`config.mk`:
```
export PLATFORM = sky130hd
export DESIGN_NAME = pkt_csum_tx
export DESIGN_NICKNAME = d
export VERILOG_FILES = /design/src/rtl/pkt_csum_tx_pkg.sv /design/src/rtl/pkt_csum_tx.sv
export SDC_FILE = /design/constraint.sdc
export NUM_CORES = 1
export LEC_CHECK = 0
export ABC_AREA = 1
export CAP_MARGIN = 25
export CORE_MARGIN = 1
export CORE_UTILIZATION = 55
export CTS_CLUSTER_DIAMETER = 40
export DETAILED_ROUTE_END_ITERATION = 12
export PLACE_DENSITY_LB_ADDON = 0.2
export SLEW_MARGIN = 20
export SYNTH_ARGS = -nofsm -noshare
export SYNTH_HDL_FRONTEND = slang
export SYNTH_SLANG_ARGS = --single-unit
```
`constraint.sdc`:
```
create_clock -name clk -period 2.15 [get_ports clk]
set_input_delay 0.645 -clock clk [delete_from_list [all_inputs] [get_ports clk]]
set_output_delay 0.645 -clock clk [all_outputs]
set_load 0.02 [all_outputs]
```
`src/rtl/pkt_csum_tx_pkg.sv`:
```
// Shared definitions for the checksum-appending packet transmitter: FSM state
// encoding and the checksum function that downstream checkers reuse.
package pkt_csum_tx_pkg;

  localparam int CSUM_W = 16;

  typedef enum logic [1:0] {
    IDLE = 2'd0,
    DATA = 2'd1,
    CSUM = 2'd2
  } state_e;

  // Two's-complement negation: appending this word makes the packet sum zero.
  function automatic logic [CSUM_W-1:0] neg_sum(input logic [CSUM_W-1:0] sum);
    return ~sum + CSUM_W'(1);
  endfunction

endpackage

```
`src/rtl/pkt_csum_tx.sv`:
```
// Packet transmitter: forwards payload words one cycle late and closes every
// packet with a checksum word so the wrapping sum of the packet is zero.
module pkt_csum_tx
  import pkt_csum_tx_pkg::*;
#(
  parameter int DW      = 16,
  parameter int MAX_LEN = 64
) (
  input  logic          clk,
  input  logic          rst_n,
  input  logic [DW-1:0] din,
  input  logic          din_vld,
  input  logic          din_sop,
  input  logic          din_eop,
  output logic          din_rdy,
  input  logic          csum_inj,
  output logic [DW-1:0] dout,
  output logic          dout_vld,
  output logic          dout_sop,
  output logic          dout_eop,
  output logic          proto_err,
  output logic [15:0]   pkt_cnt
);

  localparam int LW = $clog2(MAX_LEN + 1);

  state_e        state_q, state_d;
  logic [DW-1:0] sum_q, sum_d;
  logic [LW-1:0] len_q, len_d;
  logic [DW-1:0] dout_q, dout_d;
  logic          dout_vld_q, dout_vld_d;
  logic          dout_sop_q, dout_sop_d;
  logic          dout_eop_q, dout_eop_d;
  logic          proto_err_q, proto_err_d;
  logic [15:0]   pkt_cnt_q, pkt_cnt_d;

  logic          accept;
  logic          len_last;
  logic [DW-1:0] csum_word;

  // The only stall is the single cycle spent emitting the checksum.
  assign din_rdy   = (state_q != CSUM);
  assign accept    = din_vld & din_rdy;
  assign len_last  = (len_q == LW'(MAX_LEN - 1));
  assign csum_word = DW'(neg_sum(CSUM_W'(sum_q))) ^ {{(DW-1){1'b0}}, csum_inj};

  always_comb begin
    // NOTE: every signal gets a default before the case so no path leaves one
    // unassigned; a missing default here would infer a latch.
    state_d     = state_q;
    sum_d       = sum_q;
    len_d       = len_q;
    dout_d      = dout_q;
    dout_vld_d  = 1'b0;
    dout_sop_d  = 1'b0;
    dout_eop_d  = 1'b0;
    proto_err_d = 1'b0;
    pkt_cnt_d   = pkt_cnt_q;

    unique case (state_q)
      IDLE: begin
        if (accept) begin
          if (din_sop) begin
            dout_d     = din;
            dout_vld_d = 1'b1;
            dout_sop_d = 1'b1;
            sum_d      = din;
            len_d      = LW'(1);
            state_d    = (din_eop || (MAX_LEN == 1)) ? CSUM : DATA;
          end else begin
            // Word outside any packet: drop it.
            proto_err_d = 1'b1;
          end
        end
      end

      DATA: begin
        if (accept) begin
          if (!din_sop) begin
            dout_d     = din;
            dout_vld_d = 1'b1;
            sum_d      = sum_q + din;
            len_d      = len_q + LW'(1);
            if (din_eop) begin
              state_d = CSUM;
            end else if (len_last) begin
              // Length limit reached without eop: force the packet closed.
              state_d     = CSUM;
              proto_err_d = 1'b1;
            end
          end else begin
            // Stray sop: drop it and close the packet that is still open.
            proto_err_d = 1'b1;
            state_d     = CSUM;
          end
        end
      end

      CSUM: begin
        dout_d     = csum_word;
        dout_vld_d = 1'b1;
        dout_eop_d = 1'b1;
        pkt_cnt_d  = pkt_cnt_q + 16'd1;
        state_d    = IDLE;
      end

      default: state_d = IDLE;
    endcase
  end

  // NOTE: state is updated with non-blocking assignments so every flop samples
  // the pre-edge values computed above, independent of statement order.
  always_ff @(posedge clk or negedge rst_n) begin
    if (!rst_n) begin
      state_q     <= IDLE;
      sum_q       <= '0;
      len_q       <= '0;
      dout_q      <= '0;
      dout_vld_q  <= 1'b0;
      dout_sop_q  <= 1'b0;
      dout_eop_q  <= 1'b0;
      proto_err_q <= 1'b0;
      pkt_cnt_q   <= '0;
    end else begin
      state_q     <= state_d;
      sum_q       <= sum_d;
      len_q       <= len_d;
      dout_q      <= dout_d;
      dout_vld_q  <= dout_vld_d;
      dout_sop_q  <= dout_sop_d;
      dout_eop_q  <= dout_eop_d;
      proto_err_q <= proto_err_d;
      pkt_cnt_q   <= pkt_cnt_d;
    end
  end

  assign dout      = dout_q;
  assign dout_vld  = dout_vld_q;
  assign dout_sop  = dout_sop_q;
  assign dout_eop  = dout_eop_q;
  assign proto_err = proto_err_q;
  assign pkt_cnt   = pkt_cnt_q;

endmodule

```
==> results of run 1 <==
[metal layers]
layer  vias to the layer above  global-route usage [%]  wire length [um]
li1                       2062                       -                 -
met1                      1974                    41.1              4920
met4                         0                    7.04               129
met3                        17                    5.97               673
met2                       144                    49.8              5310
met5                         -                       0                 0
[metrics by stage]
stage / worst slack (ns) / utilization (%) / cells
finish: 0.0484 / 73.8 / 782
global route: -0.00571 / 73.8 / 782
CTS: 0.0158 / 73.2 / 782
detailed placement: -0.378 / 70.4 / 766
global placement: -0.327 / 70.4 / 766
floorplan: 0.231 / - / 578
[worst max-delay path: stages]
cell and delay (ns):
clkdlybuf4s50_1 0.44, ha_2 0.22, fa_2 0.35, nand2_2 0.10
nand2_1 0.09, nand3b_1 0.11, nand2_2 0.08, nand2_1 0.08
nand3b_1 0.07, nand3_1 0.08, nand2_1 0.06
[logic make-up after synthesis]
logic type | share of synthesized area, %
fa+ha+maj | 5.96
simple gates | 35.0
flops | 37.1
buf+inv | 7.91
xor+xnor | 4.47
compound gates | 9.58
[cell type report]
class / instances / share of cell area [%]
clock inverters: 5 / 1.10
clock buffers: 11 / 2.64
repair buffers: 99 / 17.2
inverters: 73 / 5.12
flip-flops and latches: 61 / 28.5
multi-input cells: 434 / 43.1
well taps: 99 / 2.31
[repair_timing]
action,4_1_cts,5_1_grt
cloned,0,0
resized for setup,4,7
endpoints found under the setup margin,6,8
pin swaps,1,0
[registers in the layout, indices dropped and copies added, names as in the netlist]
name and count:
proto_err 1, sum_q 16, dout_vld 1, pkt_cnt 16, len_q 7, dout_eop 1
state_q 2, dout_sop 1, dout 16
[power breakdown]
group	total (mW)	leakage (nW)	internal, mW	switching (mW)
clock	1.05	0.0959	0.569	0.479
combinational	4.37	1.86	1.78	2.59
sequential	2.00	0.784	1.57	0.430
[worst paths after layout]
kind	to	slack, ns	cells past startpoint
worst min-delay path	dout[12]	0.29	2
worst max-delay path	sum_q[10]	0.05	11
worst min register to register	dout[6]	0.48	2
worst max register to register	pkt_cnt[11]	0.37	8
min in group clk	dout[6]	0.48	2
max in group asynchronous	sum_q[7]	1.57	2
[Yosys cell counts]
master      n  area [um^2]
nand2_1   191          717
inv_1      71          267
dfrtp_1    61         1530
nor2_1     53          199
nand3_1    43          215
o21ai_0    23          115
a21oi_1    20          100
ha_1       18          225
xor2_1     15          131
a22oi_1    12         90.1
nor3_1      9         45.0
buf_2       8         40.0
nand4_1     8         50.1
xnor2_1     6         52.6
nand3b_1    4         30.0
o211ai_1    4         30.0
or2_2       4         25.0
nor3_4      3         48.8
a31oi_1     2         12.5
inv_2       2         7.51
nand3_2     2         20.0
nor2_4      2         22.5
o31ai_1     2         15.0
a22o_1      1         8.76
a32oi_1     1         8.76
and2_1      1         6.26
buf_4       1         7.51
clkbuf_1    1         3.75
fa_1        1         20.0
nand2_2     1         6.26
nand2_4     1         11.3
nor2_2      1         6.26
nor3_2      1         10.0
nor3b_1     1         7.51
nor4_2      1         12.5
o21a_1      1         7.51
o22ai_1     1         6.26
or2_1       1         6.26
==> impl_metrics.py, run 1 <==
metrics = {
    "synth": {
        "avgSynthCellArea_um2": 7.12,
        "synthCells": 578,
        "synth.distinct_cells": 38,
        "syn_nets": 619,
        "ys_seq_elements": 61,
        "yosysSeqAreaShare_pct": 37.1,
        "netlist_area_um2": 4110,
        "yosys_warnings": 0,
    },
    "finish": {
        "final_nets": 719,
        "area_growth_pct": 30.1,
        "seq_area_um2": 1530,
        "final_common_cell": "nand2_1",
        "antenna_cells": 0,
        "num-fill-cells": 588,
        "multi_input_area_um2": 2300,
        "layout-drive-gt1-share_pct": 12.2,
        "final_cell_mix": "nand2_1, inv_1, dfrtp_1",
        "design_area_um2": 5350,
    },
    "timing": {
        "fin_tns_setup_ns": 0,
        "clock_skew_ns": 0.00856,
        "holdWs_ns": 0.290,
        "hold_violations": 0,
        "slew_violations": 0,
        "max_freq_mhz": 476,
        "post-route-period-util_pct": 97.7,
        "setup_viol": 0,
        "tightest_slew_ns": 0.510,
        "slew_headroom_pct": 65.8,
        "min_period_ns": 2.10,
    },
    "clocking": {
        "numCtsBuffers": 9,
        "tritoncts": "built",
        "cts_max_level": 3,
        "clk_pin_slew_worst_paths_ns": 0.07,
        "worst_skew_pair.late_latency_ns": 0.34,
        "cts-root-buf": "clkbuf_8",
        "cts_hold_repair.buffers": 0,
        "cts_buffer_depth": 2,
        "clock-sinks": 61,
        "post_cts_buffers": 0,
    },
    "die": {
        "die_h_um": 88.5,
        "num_rows": 31,
        "die_area_um2": 7830,
        "coreArea_um2": 7250,
        "fp.dieW_um": 88.5,
        "start_util_pct": 56.7,
        "pin_count": 59,
    },
    "route": {
        "routed_via_density": 5.37,
        "vias": 4197,
        "ant_nets": 0,
        "routed_wl_mm": 11.0,
        "drt_first_pass_iters": 7,
        "post-route-drc-count": 0,
        "wl_per_cell_um": 14.1,
        "dr.first_iter.drc_count": 241,
    },
    "pwr": {
        "power_leakage_nw": 2.73,
        "ir_drop_mv": 0.732,
        "total_power_mw": 7.42,
        "p_per_area_nw_per_um2": 1390,
    },
    "global_routing": {
        "first_global_vias": 3940,
        "grt_usage_pct": 30.2,
        "grt_max_degree": 62,
        "antenna_found_initial": 0,
        "grt_overflow": 0,
        "grt_pass1_wl_mm": 18.1,
    },
    "placement": {
        "dpl_cell_area_um2": 5110,
        "gp_congestion": 0.926,
        "hpwlAfterDp_mm": 8.32,
        "port_buffers": 58,
    },
    "setup_path": {
        "cp-start-kind": "primary input",
        "cp_max_fo": 4,
        "critPathArrivalTime_ns": 2.33,
        "cp.required_ns": 2.37,
        "startpoint": "din[0]",
        "endpoint_kind": "flip-flop",
        "r2r-start": "state_q[0]",
        "critical_path_class": "primary input to flip-flop",
    },
    "run_status": {
        "status": "finished clean",
    },
    "min_path": {
        "holdCritPathClass": "primary input to asynchronous set/reset pin",
    },
    "flow_run": {
        "drv_cap": 0,
    },
}
No activity file was read; power rests on OpenSTA's default activity.
==> run 2, diff against run 1 <==
--- a/config.mk
+++ b/config.mk
@@ -9,7 +9,6 @@
 export CAP_MARGIN = 25
 export CORE_MARGIN = 1
 export CORE_UTILIZATION = 55
-export CTS_CLUSTER_DIAMETER = 40
 export DETAILED_ROUTE_END_ITERATION = 12
 export PLACE_DENSITY_LB_ADDON = 0.2
 export SLEW_MARGIN = 20
==> results of run 2 <==
Same layout as run 1: the final DEF is identical, and so are final timing and power.
